$ cat src/rtl/rst_sched.sv
// rst_sched: reset request scheduler for the SoC reset path.
// Gathers software resets, watchdog timeouts and bad kicks into one
// fixed-width soft_rst_en pulse, logs the reset cause in a register that
// only power-on/hard reset touches, and exposes a small register bank.
module rst_sched #(
    parameter int HOLDOFF_CYC = 4,   // must be >= 1
    parameter int PULSE_CYC   = 8,   // must be >= 1
    parameter int WDT_W       = 32   // 1..32
) (
    input  logic        clk,
    input  logic        rst,
    input  logic        we,
    input  logic        re,
    input  logic [2:0]  addr,
    input  logic [31:0] wdata,
    output logic [31:0] rdata,
    input  logic        jtag_rst_en,
    input  logic        sys_rst_n,
    output logic        soft_rst_en,
    output logic        wdt_irq
);

    localparam logic [31:0] KICK_KEY   = 32'hA5A5_5A5A;
    localparam logic [31:0] SWRST_KEY  = 32'h5AFE_0001;
    localparam logic [2:0]  A_CTRL     = 3'd0;
    localparam logic [2:0]  A_LOAD     = 3'd1;
    localparam logic [2:0]  A_KICK     = 3'd2;
    localparam logic [2:0]  A_SWRST    = 3'd3;
    localparam logic [2:0]  A_CAUSE    = 3'd4;
    localparam logic [15:0] HOLD_LAST  = 16'(HOLDOFF_CYC - 1);
    localparam logic [15:0] PULSE_LAST = 16'(PULSE_CYC - 1);
    localparam logic [WDT_W-1:0] CNT_ONE = {{(WDT_W-1){1'b0}}, 1'b1};

    typedef enum logic [1:0] {IDLE, HOLDOFF, PULSE, WAIT_REL} state_t;

    state_t           state;
    logic [15:0]      seq_cnt;
    logic             seen_low;
    logic             wdt_en;
    logic             wdt_rst_en;
    logic [WDT_W-1:0] wdt_load;
    logic [WDT_W-1:0] wdt_cnt;
    logic [4:0]       cause;       // {jtag, bad_kick, wdt, soft, por}
    logic             jtag_q;

    logic        wr_ctrl, wr_load, wr_kick, wr_swrst, wr_cause;
    logic        kick_good, kick_bad, sw_req;
    logic        counting, timeout, wdt_req, any_req, jtag_rise;
    logic        pulse_start;
    logic [4:0]  req_bits, set_bits, clr_bits;
    logic [31:0] rd_mux;

    assign wr_ctrl  = we && (addr == A_CTRL);
    assign wr_load  = we && (addr == A_LOAD);
    assign wr_kick  = we && (addr == A_KICK);
    assign wr_swrst = we && (addr == A_SWRST);
    assign wr_cause = we && (addr == A_CAUSE);

    assign kick_good = wr_kick && (wdata == KICK_KEY);
    assign kick_bad  = wr_kick && (wdata != KICK_KEY) && wdt_en;
    assign sw_req    = wr_swrst && (wdata == SWRST_KEY);

    // A good kick landing on the zero count wins, so a timely kick never trips.
    assign counting = wdt_en && (state == IDLE);
    assign timeout  = counting && !kick_good && (wdt_cnt == '0);
    assign wdt_req  = timeout && wdt_rst_en;

    assign jtag_rise = jtag_rst_en && !jtag_q;
    assign req_bits  = {1'b0, kick_bad, wdt_req, sw_req, 1'b0};
    assign set_bits  = req_bits | {jtag_rise, 4'b0000};
    assign clr_bits  = wr_cause ? wdata[4:0] : 5'b00000;
    assign any_req   = |req_bits;

    assign pulse_start = (state == HOLDOFF) && (seq_cnt == HOLD_LAST);

    // Read data selection; write-only and reserved words read as zero.
    always_comb begin
        rd_mux = 32'h0;
        case (addr)
            A_CTRL:  rd_mux = {30'h0, wdt_rst_en, wdt_en};
            A_LOAD:  rd_mux = 32'(wdt_load);
            A_CAUSE: rd_mux = {27'h0, cause};
            default: rd_mux = 32'h0;
        endcase
    end

    // Registered read port: data only in the cycle after a read strobe.
    always_ff @(posedge clk) begin
        if (rst) begin
            rdata <= 32'h0;
        end else begin
            rdata <= re ? rd_mux : 32'h0;
        end
    end

    // Reset sequence FSM: holdoff, fixed-width pulse, then wait for the
    // system reset to be seen asserted and released before accepting more.
    always_ff @(posedge clk) begin
        if (rst) begin
            state       <= IDLE;
            seq_cnt     <= 16'h0;
            seen_low    <= 1'b0;
            soft_rst_en <= 1'b0;
        end else begin
            case (state)
                IDLE: begin
                    if (any_req) begin
                        state    <= HOLDOFF;
                        seq_cnt  <= 16'h0;
                        seen_low <= 1'b0;
                    end
                end
                HOLDOFF: begin
                    if (seq_cnt == HOLD_LAST) begin
                        state       <= PULSE;
                        seq_cnt     <= 16'h0;
                        soft_rst_en <= 1'b1;
                    end else begin
                        seq_cnt <= seq_cnt + 16'd1;
                    end
                end
                PULSE: begin
                    if (!sys_rst_n) begin
                        seen_low <= 1'b1;
                    end
                    if (seq_cnt == PULSE_LAST) begin
                        state       <= WAIT_REL;
                        seq_cnt     <= 16'h0;
                        soft_rst_en <= 1'b0;
                    end else begin
                        seq_cnt <= seq_cnt + 16'd1;
                    end
                end
                WAIT_REL: begin
                    if (!sys_rst_n) begin
                        seen_low <= 1'b1;
                    end else if (seen_low) begin
                        state <= IDLE;
                    end
                end
                default: state <= IDLE;
            endcase
        end
    end

    // Watchdog control, counter and interrupt; all cleared when a pulse starts.
    always_ff @(posedge clk) begin
        if (rst) begin
            wdt_en     <= 1'b0;
            wdt_rst_en <= 1'b0;
            wdt_load   <= '1;
            wdt_cnt    <= '1;
            wdt_irq    <= 1'b0;
        end else begin
            if (wr_ctrl) begin
                wdt_en     <= wdata[0];
                wdt_rst_en <= wdata[1];
            end
            if (wr_load) begin
                wdt_load <= wdata[WDT_W-1:0];
            end
            if (wr_ctrl && wdata[0] && !wdt_en) begin
                wdt_cnt <= wdt_load;
            end else if (kick_good) begin
                wdt_cnt <= wdt_load;
            end else if (counting) begin
                wdt_cnt <= (wdt_cnt == '0) ? wdt_load : (wdt_cnt - CNT_ONE);
            end
            if (timeout) begin
                wdt_irq <= 1'b1;
            end
            if (wr_ctrl && wdata[2]) begin
                wdt_irq <= 1'b0;
            end
            if (pulse_start) begin
                wdt_en     <= 1'b0;
                wdt_rst_en <= 1'b0;
                wdt_irq    <= 1'b0;
            end
        end
    end

    // Cause log: a request accepted in IDLE replaces the log, anything else
    // accumulates; sets beat write-1-to-clear on the same bit.
    always_ff @(posedge clk) begin
        if (rst) begin
            cause  <= 5'b00001;
            jtag_q <= 1'b0;
        end else begin
            jtag_q <= jtag_rst_en;
            if ((state == IDLE) && any_req) begin
                cause <= set_bits;
            end else begin
                cause <= (cause & ~clr_bits) | set_bits;
            end
        end
    end

endmodule

$ cat config.mk
export PLATFORM = sky130hd
export DESIGN_NAME = rst_sched
export DESIGN_NICKNAME = d
export VERILOG_FILES = /design/src/rtl/rst_sched.sv
export SDC_FILE = /design/constraint.sdc
export NUM_CORES = 1
export LEC_CHECK = 0
export ABC_AREA = 1
export CORE_MARGIN = 4
export CORE_UTILIZATION = 25
export CTS_CLUSTER_SIZE = 8
export DETAILED_ROUTE_END_ITERATION = 8
export GPL_ROUTABILITY_DRIVEN = 0
export PLACE_DENSITY = 0.49
export SLEW_MARGIN = 20
export SYNTH_ARGS = -nofsm -noshare
export SYNTH_HDL_FRONTEND = slang
export SYNTH_SLANG_ARGS = --single-unit
$ cat constraint.sdc
create_clock -name clk -period 3.8 [get_ports clk]
set_clock_uncertainty 0.1 [all_clocks]
set_input_delay 0.76 -clock clk [delete_from_list [all_inputs] [get_ports clk]]
set_output_delay 0.76 -clock clk [all_outputs]
set_load 0.03 [all_outputs]
==> run summary <==
The repair_antennas step left the layout with diodes totalling 0. The count of nets left with antenna violations after detail routing came out at 0. The global-route track usage on met3 is under 10%.

The area fraction in compound gates after synthesis is around 13%. The global-route track usage on met2 is 23.51%. The worst-case clock buffer depth is 2. The highest ir drop seen on vdd came out at around 290 uV. The minimum period implied by the final worst setup slack is 2.997 ns. The floorplan step defined a core boundary enclosing around 0.025 mm^2. The number of failing setup endpoints in the final timing report is 0. The critical path crosses 14 cells after its start point. The actual transition at the worst max-transition pin came out at 0.6270 ns. The number of different library cells used by synthesis comes to 37. Setup repair after global routing left no endpoint under its margin.

The post-route netlist has slightly above 7% of its cells at a drive strength greater than 1. The cell with the biggest individual delay on the critical path is sky130_fd_sc_hd__clkdlybuf4s50_1. The multiplexer share of the synthesized area came out at 0%. The number of global-route vias before repair came out at about 6000. TritonCTS built the clock tree.

The share of the synthesized area in the top cell type is between 30% and 40%. The chip height came out at 169.0 um. Static timing analysis puts the maximum clock frequency at around 330 MHz. The post-route core utilization is between 30% and 40%. The aggregate global routing overflow is 0. The final count of pins violating max slew is 0. The worst-case reg-to-reg path depth is 11. By area the synthesized netlist is led by sky130_fd_sc_hd__dfxtp_1 (39%), sky130_fd_sc_hd__nand2_1 (14%), sky130_fd_sc_hd__o211ai_1 (7.8%), sky130_fd_sc_hd__nand3_1 (7.3%), sky130_fd_sc_hd__nor2_1 (6.8%). The most used flip-flop cell after synthesis is sky130_fd_sc_hd__dfxtp_1.

The worst hold path stage count came out at 1. The accumulated negative setup slack came out at 0 ns. The critical path is of the in -> reg type. The growth of design area from synthesis to finish came out at 25.48%. In this run, synthesis produced a sequential element count of 125. The required time of the worst setup path is ~4 ns. The dominant combinational cell family by area after synthesis is simple AND/OR/NAND/NOR gates. The arithmetic-cell share of the synthesized area counting full adders, half adders and majority gates is under 10%. The fraction of the yosys area taken by sequential cells came out at 38.64%.

The family of cells with the greatest summed delay on the critical path is simple AND/OR/NAND/NOR gates. The final clock period utilization by the worst path is 78.88%. Of all nets on the critical path, the largest fanout is 26.

The leading area contributor after synthesis is sky130_fd_sc_hd__dfxtp_1. The detailed-route vias per instance came out at 4.692. The initial DRC count came out at 440. STA classifies the critical path endpoint as a flop. The detailed-route wire length is between 20 and 25 mm. Traced cell by cell, the critical path runs through clkdlybuf4s50_1, inv_1, nand2_1, nor2_1, nand2_1, nor2_1, nand3_2, nand2_1, inv_2, nand2_2, buf_12, o21ai_0, a21oi_1, nand2_1. The number of standard cells in the final layout excluding fillers is between 1000 and 1500. The count of buffers inserted at the top-level ports is 74. The busiest layer in global routing is met2.

The first-pass iteration count of the detailed router is 5. The max-cap check violation count came out at 0. The aggregate global-route resource usage came out at 15.12%. The average instance area after synthesis is 6.831 um^2. The root buffer cell chosen for the clock tree is sky130_fd_sc_hd__clkbuf_16. The relative slew slack is a little under 60%. For this run, the post-layout net count is ~1100.

The count of boundary I/O pins came out at 75. The arrival time of data at the critical path endpoint is about 3.2 ns. The hold violation total from the final report is 0.

The clock sink count is about 130. The worst setup path is launched from an input port. In the synthesized netlist, the cells that appear most often are sky130_fd_sc_hd__nand2_1 (234), sky130_fd_sc_hd__dfxtp_1 (125), sky130_fd_sc_hd__nor2_1 (118), sky130_fd_sc_hd__inv_1 (96), sky130_fd_sc_hd__nand3_1 (94). The number of warnings printed during yosys synthesis is 0. The share of synthesized flip-flops with an asynchronous set or reset is 0%. The pin count of the biggest net entering global routing came out at about 40. After Yosys synthesis, and, or, nand and nor cells account for between 30% and 40% of the synthesized area. The number of antenna violations at the first check in global routing came out at 0. The clock tree synthesis step divided the H-tree into 4 levels. Counting stages on the worst path, the most repeated cell is sky130_fd_sc_hd__nand2_1. The leakage component of the power came out at around 0.0033 uW. The clock transition time at the flip-flop clock pins of the worst setup and hold paths is 0.06 ns. When the netlist entered floorplanning its net count stood at approximately 1000.

In the routed design, unresolved DRC markers number 0. The most frequently used cell type in the post-synthesis netlist is sky130_fd_sc_hd__nand2_1. Counting flops with a built-in enable in the synthesized netlist gives 0. The first-pass GRT wire length came out at 33.93 mm. The combined area of all synthesized cells came out at between 0.006 and 0.007 mm^2.

The met1 demand-to-capacity share in global routing is 21.29%. The worst hold path belongs to the class reg -> reg. The cell count after synthesis came out at roughly 950. The worst setup margin is 0.8027 ns. The total number of vias is ~6400. The run finished with clean final reports. The CTS buffer count is 17. The longest individual stage delay on the worst path came out at 0.54 ns. The post-CTS repair timing setup buffer count is 0. In this run, post-CTS repair resized a total of 0 instances. After detailed routing, the average wire length per cell comes to roughly 16 um. The site row count is 58. The overall power of the completed layout came out at 3333 uW. The instance count after placement with tap cells included is roughly 1300. The ratio of total power to cell area is 410.1 mW/mm^2. The number of buffers added to fix hold violations after cts is 0. The number of buffer and inverter stages on the critical path came out at 4. Of the total synthesized cell area, the portion taken by XOR and XNOR cells is 2.840%. The worst slack at placement is 0.3566 ns. The final HPWL from detailed placement is approximately 16 mm. The die boundary width came out at roughly 170 um.

The total die area is roughly 0.029 mm^2. For this configuration, the core starts out at a cell density of about a quarter. The later-pin clock latency in the skew report is between 0.4 and 0.5 ns.
-- state kept, by name, summed over array words and instances, names as in the netlist, 2 cells and up --
signal    flops
rdata        32
wdt_cnt      32
wdt_load     32
seq_cnt      16
cause         5
state         2
-- routing by layer --
metal	part of all wire, %	wire (um)
met5	0	0
met4	2.3	493
met3	3.7	795
met2	45	9713
met1	49	10520
-- power by group --
part           internal [uW]  leakage [uW]  switching [uW]
Clock                    931      0.000276             659
Combinational            129       0.00199             214
Sequential              1360       0.00102            43.0
Total                   2420       0.00328             916
-- layout by cell type, fill, tap and decap left out, types with 4 or more instances in the layout --
| cell type | synthesis | final |
|---|---|---|
| sky130_fd_sc_hd__nand2_1 | 234 | 234 |
| sky130_fd_sc_hd__dfxtp_1 | 125 | 125 |
| sky130_fd_sc_hd__nor2_1 | 118 | 117 |
| sky130_fd_sc_hd__inv_1 | 96 | 96 |
| sky130_fd_sc_hd__nand3_1 | 94 | 94 |
| sky130_fd_sc_hd__clkdlybuf4s50_1 | 0 | 74 |
| sky130_fd_sc_hd__o211ai_1 | 67 | 67 |
| sky130_fd_sc_hd__nor3_1 | 33 | 33 |
| sky130_fd_sc_hd__a21oi_1 | 29 | 29 |
| sky130_fd_sc_hd__o21ai_0 | 24 | 24 |
| sky130_fd_sc_hd__xor2_1 | 20 | 20 |
| sky130_fd_sc_hd__clkbuf_16 | 0 | 17 |
| sky130_fd_sc_hd__nand4_1 | 14 | 14 |
| sky130_fd_sc_hd__buf_4 | 0 | 12 |
| sky130_fd_sc_hd__nor2_2 | 9 | 10 |
| sky130_fd_sc_hd__ha_1 | 8 | 8 |
| sky130_fd_sc_hd__inv_6 | 0 | 7 |
| sky130_fd_sc_hd__inv_2 | 6 | 6 |
| sky130_fd_sc_hd__nand3b_1 | 5 | 5 |
| sky130_fd_sc_hd__nand2_2 | 4 | 4 |
| sky130_fd_sc_hd__nand3_2 | 4 | 4 |
-- cell type report --
type,count,area [um^2]
Clock buffer,19,442.9
Inverter,104,390.4
Sequential cell,125,2502
Fill cell,2709,17200
Tap cell,330,412.9
Timing Repair Buffer,88,870.8
Clock inverter,13,128.9
Multi-Input combinational cell,679,3378
-- path summary, 6_finish.rpt --
check                          startpoint                  endpoint  slack, ns
hold reg to reg         jtag_q$_SDFF_PP0_       cause[4]$_SDFF_PP0_       0.32
setup reg to reg  wdt_cnt[0]$_SDFFE_PP1P_  wdt_cnt[28]$_SDFFE_PP1P_       1.39
hold / removal          jtag_q$_SDFF_PP0_       cause[4]$_SDFF_PP0_       0.32
setup / recovery                 wdata[0]  wdt_cnt[15]$_SDFFE_PP1P_       0.80
-- cell families after synthesis --
logic type	after synthesis
and+or+nand+nor	525
DFF	125
adders and majority gates	8
AOI/OAI and AO/OA	125
xor gates and xnor gates	21
buffers and inverters	144
-- stage by stage --
step                area, um^2  hold WS [ns]
global route              8127        0.3547
floorplan                 6476        0.2988
detailed placement        7555        0.3168
CTS                       8127        0.3243
finish                    8127        0.3244
global placement          7555        0.3059
Power figures use the tool's default switching activity.
